### config.mk
export PLATFORM = sky130hd
export DESIGN_NAME = data_mem_controller
export DESIGN_NICKNAME = d
export VERILOG_FILES = /design/src/rtl/data_mem_controller.sv
export SDC_FILE = /design/constraint.sdc
export NUM_CORES = 1
export LEC_CHECK = 0
export ABC_AREA = 1
export CAP_MARGIN = 20
export CORE_MARGIN = 3
export CORE_UTILIZATION = 37
export CTS_CLUSTER_DIAMETER = 50
export CTS_CLUSTER_SIZE = 40
export DETAILED_ROUTE_END_ITERATION = 16
export HOLD_SLACK_MARGIN = 0.06
export PLACE_DENSITY = 0.87
export SLEW_MARGIN = 25
export SYNTH_ARGS = -nofsm -noshare
export SYNTH_HDL_FRONTEND = slang
export SYNTH_SLANG_ARGS = --single-unit
### constraint.sdc
create_clock -name clock -period 2.1 [get_ports clock]
set_input_delay 0.315 -clock clock [delete_from_list [all_inputs] [get_ports clock]]
set_output_delay 0.315 -clock clock [all_outputs]
set_load 0.005 [all_outputs]
### src/rtl/data_mem_controller.sv
// MEM-stage data memory controller: byte-lane transactions, big-endian load formatting, stall.
// Optional LL/SC reservation support is enabled by defining DATA_MEM_LLSC_EN.
module data_mem_controller (
  input  logic        clock,
  input  logic        reset_n,
  input  logic        MEM_MemRead,
  input  logic        MEM_MemWrite,
  input  logic        MEM_Byte,
  input  logic        MEM_Half,
  input  logic        MEM_SignExtend,
  input  logic        MEM_LLSC,
  input  logic [31:0] MEM_Address,
  input  logic [31:0] MEM_WriteData,
  input  logic        MEM_Stall,
  output logic [31:0] MEM_ReadData,
  output logic        MEM_Stall_Controller,
  output logic        MEM_Exc_AdEL,
  output logic        MEM_Exc_AdES,
  output logic [29:0] DataMem_Address,
  output logic [31:0] DataMem_WriteData,
  output logic [3:0]  DataMem_WE,
  output logic        DataMem_Read,
  input  logic [31:0] DataMem_ReadData,
  input  logic        DataMem_Ready
);

  typedef enum logic [1:0] {StIdle, StWait, StDone} state_e;

  state_e      state_q, state_d;
  logic [31:0] data_q, data_d;

  logic        is_byte, is_half, is_word;
  logic [1:0]  a;
  logic        misaligned, acc, req, complete, capture;
  logic        is_ll, is_sc, sc_fail;
  logic [3:0]  lanes;
  logic [31:0] wdata, ld_fmt, ret_data;
  logic [7:0]  ld_byte;
  logic [15:0] ld_half;

  assign a       = MEM_Address[1:0];
  assign is_byte = MEM_Byte;
  assign is_half = ~MEM_Byte & MEM_Half;
  assign is_word = ~MEM_Byte & ~MEM_Half;

  assign misaligned = (is_half & a[0]) | (is_word & (a != 2'b00));

`ifdef DATA_MEM_LLSC_EN
  logic        llsc_valid_q, llsc_valid_d;
  logic [29:0] llsc_addr_q, llsc_addr_d;
  logic        addr_hit;

  assign addr_hit = llsc_valid_q & (llsc_addr_q == MEM_Address[31:2]);
  assign is_ll    = MEM_MemRead & MEM_LLSC;
  assign is_sc    = MEM_MemWrite & MEM_LLSC;
  assign sc_fail  = is_sc & ~addr_hit;

  always_comb begin
    llsc_valid_d = llsc_valid_q;
    llsc_addr_d  = llsc_addr_q;
    if (complete) begin
      if (is_ll) begin
        llsc_valid_d = 1'b1;
        llsc_addr_d  = MEM_Address[31:2];
      end else if (is_sc) begin
        llsc_valid_d = 1'b0;
      end else if (MEM_MemWrite && (llsc_addr_q == MEM_Address[31:2])) begin
        llsc_valid_d = 1'b0;
      end
    end
  end

  always_ff @(posedge clock or negedge reset_n) begin
    if (!reset_n) begin
      llsc_valid_q <= 1'b0;
      llsc_addr_q  <= '0;
    end else begin
      llsc_valid_q <= llsc_valid_d;
      llsc_addr_q  <= llsc_addr_d;
    end
  end
`else
  logic unused_llsc;
  assign unused_llsc = MEM_LLSC;
  assign is_ll       = 1'b0;
  assign is_sc       = 1'b0;
  assign sc_fail     = 1'b0;
`endif

  assign acc = (MEM_MemRead | MEM_MemWrite) & ~misaligned & ~sc_fail;
  // Gating with reset_n lets an asynchronous reset drop the request in the same cycle.
  assign req = reset_n & (((state_q == StIdle) & acc) | (state_q == StWait));
  assign complete = req & DataMem_Ready;
  assign capture  = complete & (MEM_MemRead | is_sc);

  always_comb begin
    lanes = 4'b1111;
    wdata = MEM_WriteData;
    if (is_byte) begin
      lanes = 4'b1000 >> a;
      wdata = {4{MEM_WriteData[7:0]}};
    end else if (is_half) begin
      lanes = a[1] ? 4'b0011 : 4'b1100;
      wdata = {2{MEM_WriteData[15:0]}};
    end
  end

  always_comb begin
    ld_byte = DataMem_ReadData[31:24];
    unique case (a)
      2'd0: ld_byte = DataMem_ReadData[31:24];
      2'd1: ld_byte = DataMem_ReadData[23:16];
      2'd2: ld_byte = DataMem_ReadData[15:8];
      2'd3: ld_byte = DataMem_ReadData[7:0];
      default: ld_byte = DataMem_ReadData[31:24];
    endcase
    ld_half = a[1] ? DataMem_ReadData[15:0] : DataMem_ReadData[31:16];
    if (is_byte) begin
      ld_fmt = {{24{MEM_SignExtend & ld_byte[7]}}, ld_byte};
    end else if (is_half) begin
      ld_fmt = {{16{MEM_SignExtend & ld_half[15]}}, ld_half};
    end else begin
      ld_fmt = DataMem_ReadData;
    end
  end

  assign ret_data = is_sc ? 32'd1 : ld_fmt;
  assign data_d   = capture ? ret_data : data_q;

  always_comb begin
    state_d = state_q;
    unique case (state_q)
      StIdle: begin
        if (acc) begin
          if (!DataMem_Ready)  state_d = StWait;
          else if (MEM_Stall)  state_d = StDone;
        end
      end
      StWait: begin
        if (DataMem_Ready) state_d = MEM_Stall ? StDone : StIdle;
      end
      StDone: begin
        if (!MEM_Stall) state_d = StIdle;
      end
      default: state_d = StIdle;
    endcase
  end

  always_ff @(posedge clock or negedge reset_n) begin
    if (!reset_n) begin
      state_q <= StIdle;
      data_q  <= '0;
    end else begin
      state_q <= state_d;
      data_q  <= data_d;
    end
  end

  assign MEM_ReadData         = sc_fail ? 32'd0 : (capture ? ret_data : data_q);
  assign MEM_Stall_Controller = req & ~DataMem_Ready;
  assign MEM_Exc_AdEL         = MEM_MemRead & misaligned;
  assign MEM_Exc_AdES         = MEM_MemWrite & misaligned;
  assign DataMem_Address      = MEM_Address[31:2];
  assign DataMem_WriteData    = wdata;
  assign DataMem_WE           = (req & MEM_MemWrite) ? lanes : 4'b0000;
  assign DataMem_Read         = req & MEM_MemRead;

endmodule

# Word-level counts from Yosys, hierarchy flattened
# Cells that the tools add are included.
[word_totals] regBits=34 latch_bits=0 mem_bits_rw=0 mem_bits_ro=0 inputBits=106 output_inout_bits=102 wordCells=57 memories=0
[op_classes] n_addsub=0 mul=0 div=0 order_cmp=0 eq_ne=9 n_shift=1 mux=18 bitwise=23 n_reduce_logical=4
[ops] op="32-bit two-way mux" n=5
[ops] op="8-bit one-hot mux with 4 select lines" n=1
[ops] op="1-bit bitwise AND" n=16
[ops] op="16-bit two-way mux" n=1
[ops] op="4-bit two-way mux" n=4
[ops] op="2-bit two-way mux" n=6
[ops] op="2-bit == test, second input constant" n=3
[ops] op="2-bit != test, second input constant" n=3
[ops] op="2-bit one-hot mux with 3 select lines" n=1
[ops] op="2-bit by 1-bit == test with 1-bit output, second input constant" n=2
[ops] op="2-bit zero test" n=2
[ops] op="1-bit NOT" n=4
[ops] op="4-bit AND reduction" n=1
[ops] op="4-bit by 2-bit >> shifter with 4-bit output, first input constant" n=1
[ops] op="3-bit != test, second input constant" n=1
[ops] op="1-bit OR" n=3
[ops] op="2-bit nonzero test" n=1

# Longest topological paths before layout
[logic_depth] ltp_word=12 depth_mapped=10 depth_no_buf=9

# Worst setup path before layout
# OpenSTA, ideal clock, no wires.
[synth_path] kind="input -> output" start="input port MEM_Byte" end="output port MEM_ReadData[5]" t_arrival_ns=1.337 t_required_ns=1.785 path_slack_ns=0.448 stages=9 n_path_buf=2 path_cell_list="buf_4 -> inv_2 -> nand2_1 -> nor2_1 -> buf_2 -> a22oi_1 -> nand2_1 -> nand2_1 -> nand2_1"
[synth_via] elab_chain_len=12 elab_cells_between_ends=16
[synth_lines] element="from (decl)" line="8" source="input logic MEM_Byte,"
[synth_lines] element="1-bit NOT" line="43, 44"
[synth_lines] element="1-bit bitwise AND, on equally long branches" line="43, 44"
[synth_lines] element="1-bit bitwise AND" line="46" source="assign misaligned = (is_half & a[0]) | (is_word & (a != 2'b00));"
[synth_lines] element="1-bit OR" line="46"
[synth_lines] element="1-bit NOT" line="90" source="assign acc = (MEM_MemRead | MEM_MemWrite) & ~misaligned & ~sc_fail;"
[synth_lines] element="1-bit bitwise AND" line="90"
[synth_lines] element="1-bit bitwise AND" line="92" source="assign req = reset_n & (((state_q == StIdle) & acc) | (state_q == StWait));"
[synth_lines] element="1-bit OR" line="92"
[synth_lines] element="1-bit bitwise AND" line="92"
[synth_lines] element="1-bit bitwise AND" line="93" source="assign complete = req & DataMem_Ready;"
[synth_lines] element="1-bit bitwise AND" line="94" source="assign capture = complete & (MEM_MemRead | is_sc);"
[synth_lines] element="32-bit two-way mux (*)" line="159" source="assign MEM_ReadData = sc_fail ? 32'd0 : (capture ? ret_data : data_q);"
[synth_lines] element="to (decl)" line="15" source="output logic [31:0] MEM_ReadData,"
# Mark *: on every way between the ends. The rest lies on a longest branch, timed or not.

# Worst setup path in the final report
[layout_path] start="input port DataMem_ReadData[7]" end="output port MEM_ReadData[13]"
[layout_via] elab_chain_len=4
[layout_lines] element="from (decl)" line="23" source="input logic [31:0] DataMem_ReadData,"
[layout_lines] element="8-bit one-hot mux with 4 select lines" line="110" source="unique case (a)"
[layout_lines] element="1-bit bitwise AND" line="119" source="ld_fmt = {{24{MEM_SignExtend & ld_byte[7]}}, ld_byte};"
[layout_lines] element="32-bit two-way mux" line="118" source="if (is_byte) begin"
[layout_lines] element="32-bit two-way mux" line="159"
# No other way between the ends.

==> summary.txt <==
Finish
  • Layout cells sized above 1: 21.9%
  • Non-filler cells, final: 681
  • N_diodes: 0
  • Layout Nets: 691
  • Area Overhead vs Synth: 70.2%

Worst setup path
  • Worst stage delay on the critical path: 530 ps
  • Worst EP required: 1780 ps
  • CP Capture Type: primary output
  • R2R Setup Slk: 730 ps
  • Worst setup SP type: input pin
  • CP Class: in2out
  • CP startpoint: DataMem_ReadData[7]
  • CP Capture Point: MEM_ReadData[13]
  • Crit-path max FO: 24
  • CP dominant cell by count: nand2_1
  • Crit-path leading delay family: buffers and inverters
  • Reg2Reg Capture Point: data_q[23]$_DFF_PN0_
  • Crit path depth: 9
  • WP buf/inv: 3
  • Worst r2r src: state_q[1]$_DFFE_PN0P_
  • Slowest cell on crit path: clkdlybuf4s50_1
  • Worst r2r path cells: 6
  • Critical-path cell list: clkdlybuf4s50_1 -> nand2_1 -> nand3_2 -> nand3_2 -> buf_12 -> nand2_1 -> nand2_1 -> nand2_1 -> clkdlybuf4s15_1
  • Worst Path Arrival: 1740 ps

Placed design
  • Number of port buffers: 146
  • HPWL after DPL: 8.31 mm
  • DP Cell Count: 661
  • DP Worst Slack: -601 ps
  • GP Congestion: 0.906

Synth
  • Mapped Area: 2690 um2
  • Adder-cell share of the synthesized area: 0%
  • FF+latch count, synth: 34
  • Mean Syn Cell Area: 6.34 um2
  • Area share of the largest cell type after synthesis: 31.6%
  • Post-synthesis mux area share: 0%
  • Syn Nets: 530
  • Sequential area share after synthesis: 31.6%
  • Mapped Cells: 424
  • Main combinational cell family by area after synthesis: simple AND/OR/NAND/NOR gates
  • Post-synthesis compound-gate area fraction: 9.35%
  • Main area contributors after synthesis: dfrtp_1 (32%), nand2_1 (31%), buf_4 (12%)
  • Cell variety after synth: 23
  • Simple-gate area share of the yosys netlist: 42.0%
  • Yosys top cell by area: dfrtp_1
  • Synth Area in XOR/XNOR: 0%
  • Yosys warns: 0

Floorplanning
  • Top Ports: 208
  • Die ar.: 8330 um2
  • Row cnt: 30
  • Die Y: 91.3 um
  • Initial core utilization: 38.9%
  • Die width: 91.3 um
  • Core area: 6910 um2

GRT
  • Initial antenna violation count: 0
  • Vias in the first global route: 3,484
  • Grt total ovfl: 0
  • GRT Total Usage: 26.3%
  • Global-route wire length before repair: 17.6 mm
  • Largest net degree at the start of global routing: 35

Run
  • Max-cap violation count: 0

Clocking
  • Root buffer cell: clkbuf_8
  • Number of buffers created by CTS: 5
  • Clk sinks: 34
  • CTS tree: built
  • H-tree Lvls: 2
  • CTS clk-pin slew, worst paths: 70 ps
  • CTS Buffer Depth: 2
  • Clock Latency Late Sink: 280 ps
  • CTS Hold Bufs: 0

STA
  • Final setup fails: 0
  • Final worst path period need: 2060 ps
  • Slew Limit Headroom: 70.1%
  • Slew Viols, Final: 0
  • Fmax: 486 MHz
  • Worst slew pin tran: 448 ps
  • Final WS setup: 43.6 ps
  • Period utilization: 97.9%
  • Final Hold Viols: 0
  • Final Skew: 7.46 ps

Drt
  • Post-DR wirelength/cell: 17.2 um
  • DRT Wirelength: 11.7 mm
  • Routed Antenna Nets: 0
  • DR vias: 3,520
  • Avg Vias per Cell: 5.17
  • Drt drc: 0
  • Drt pass-1 iters: 5
  • Starting DRT DRC Count: 340

Pwr
  • Peak VDD IR: 0.243 mV
  • Leakage power: 2.41 nW
  • PwrDens: 661 nW/um2

Run status
  • Status: completed

Min path
  • Hold WC Path Type: in2async
Yosys cell counts:
cell type and number:
a211oi_1 1, nand2_2 1, nand4_2 1, nor2_1 22
o211ai_1 3, a21oi_1 5, dfrtp_1 34, nand2_1 223
o21ai_0 5, a31oi_1 8, clkinv_1 1, a21oi_2 1
nand4_1 8, buf_6 2, a22oi_1 15, inv_1 13
nand3_1 20, nand3_2 2, inv_2 2, buf_2 5
nor2_4 2, clkbuf_1 7, buf_4 43
cells in the final DEF, fill, tap and decap left out, types with 3 or more instances in the layout:
| cell | n |
|---|---|
| nand2_2 | 10 |
| a21oi_2 | 3 |
| nor2_1 | 19 |
| buf_4 | 50 |
| clkdlybuf4s15_1 | 10 |
| inv_2 | 4 |
| inv_1 | 11 |
| a21oi_1 | 3 |
| clkbuf_8 | 5 |
| o211ai_1 | 3 |
| o21ai_0 | 3 |
| a22oi_1 | 15 |
| nand2_1 | 213 |
| nand3_1 | 16 |
| buf_2 | 4 |
| buf_12 | 5 |
| a31oi_1 | 8 |
| nor2_4 | 3 |
| buf_6 | 6 |
| nand3_2 | 4 |
| nand4_1 | 8 |
| clkdlybuf4s15_2 | 4 |
| clkbuf_2 | 18 |
| dlygate4sd2_1 | 18 |
| clkdlybuf4s50_1 | 90 |
| dfrtp_1 | 34 |
sequential cells by signal, summed over array words and instances (netlist names):
| register | cells |
|---|---|
| data_q | 32 |
| state_q | 2 |
per-stage QoR:
step | cell area (um2) | hold WS [ps] | util, % | power [W] | TNS, ps
2_1_floorplan | 2690 | 19.4 | - | 0.00163 | 0
3_5_place_dp | 4320 | 461 | 62.5 | 0.00263 | -27320
4_1_cts | 4530 | 238 | 65.6 | 0.00301 | 0
6_report | 4580 | 230 | 66.3 | 0.00302 | 0
3_3_place_gp | 4320 | 462 | 62.5 | 0.00259 | -25530
5_1_grt | 4580 | 282 | 66.3 | 0.00324 | -100
per-layer routing:
| layer | vias to the layer above | wire length, um | global-route usage (%) |
|---|---|---|---|
| li1 | 1635 | - | - |
| met1 | 1619 | 4150 | 29.4 |
| met2 | 215 | 6070 | 46.5 |
| met3 | 51 | 1090 | 7.29 |
| met4 | 0 | 404 | 10.9 |
| met5 | - | 0 | 0 |
worst min-delay path by stage:
stage / slack [ps] / endpoint / cells after the start
floorplan: 20 / data_q[0]$_DFF_PN0_ / 0
global placement: 460 / data_q[21]$_DFF_PN0_ / 2
detailed placement: 460 / data_q[18]$_DFF_PN0_ / 2
CTS: 240 / state_q[1]$_DFFE_PN0P_ / 2
global route: 280 / data_q[27]$_DFF_PN0_ / 2
finish: 230 / state_q[1]$_DFFE_PN0P_ / 2
kinds of logic after synthesis:
kind of cell / Yosys count
AO/OA/AOI/OAI: 38
buffers and inverters: 73
flip-flops: 34
AND/OR/NAND/NOR: 279
report_power, final:
part           switching, W  internal [W]  total, W
logic              0.000745      0.000808   0.00155
registers         0.0000874      0.000923   0.00101
clock network      0.000239      0.000223  0.000462
repair_timing:
| item | CTS | global route |
|---|---|---|
| gates resized for setup | 112 | 48 |
| cloned | 2 | 3 |
| endpoints found under the setup margin | 59 | 35 |
| buffers inserted | 7 | 2 |
| pin swaps | 8 | 7 |
final cells by class:
cell class	instances	area, um2
inverters	16	60.1
repair buffers	211	1990
multi-input cells	317	1480
clock buffers	5	68.8
well taps	96	120
clock inverters	2	10.0
flip-flops and latches	34	851
fillers	602	2330
Note: power is estimated with default switching activity, not from simulation.
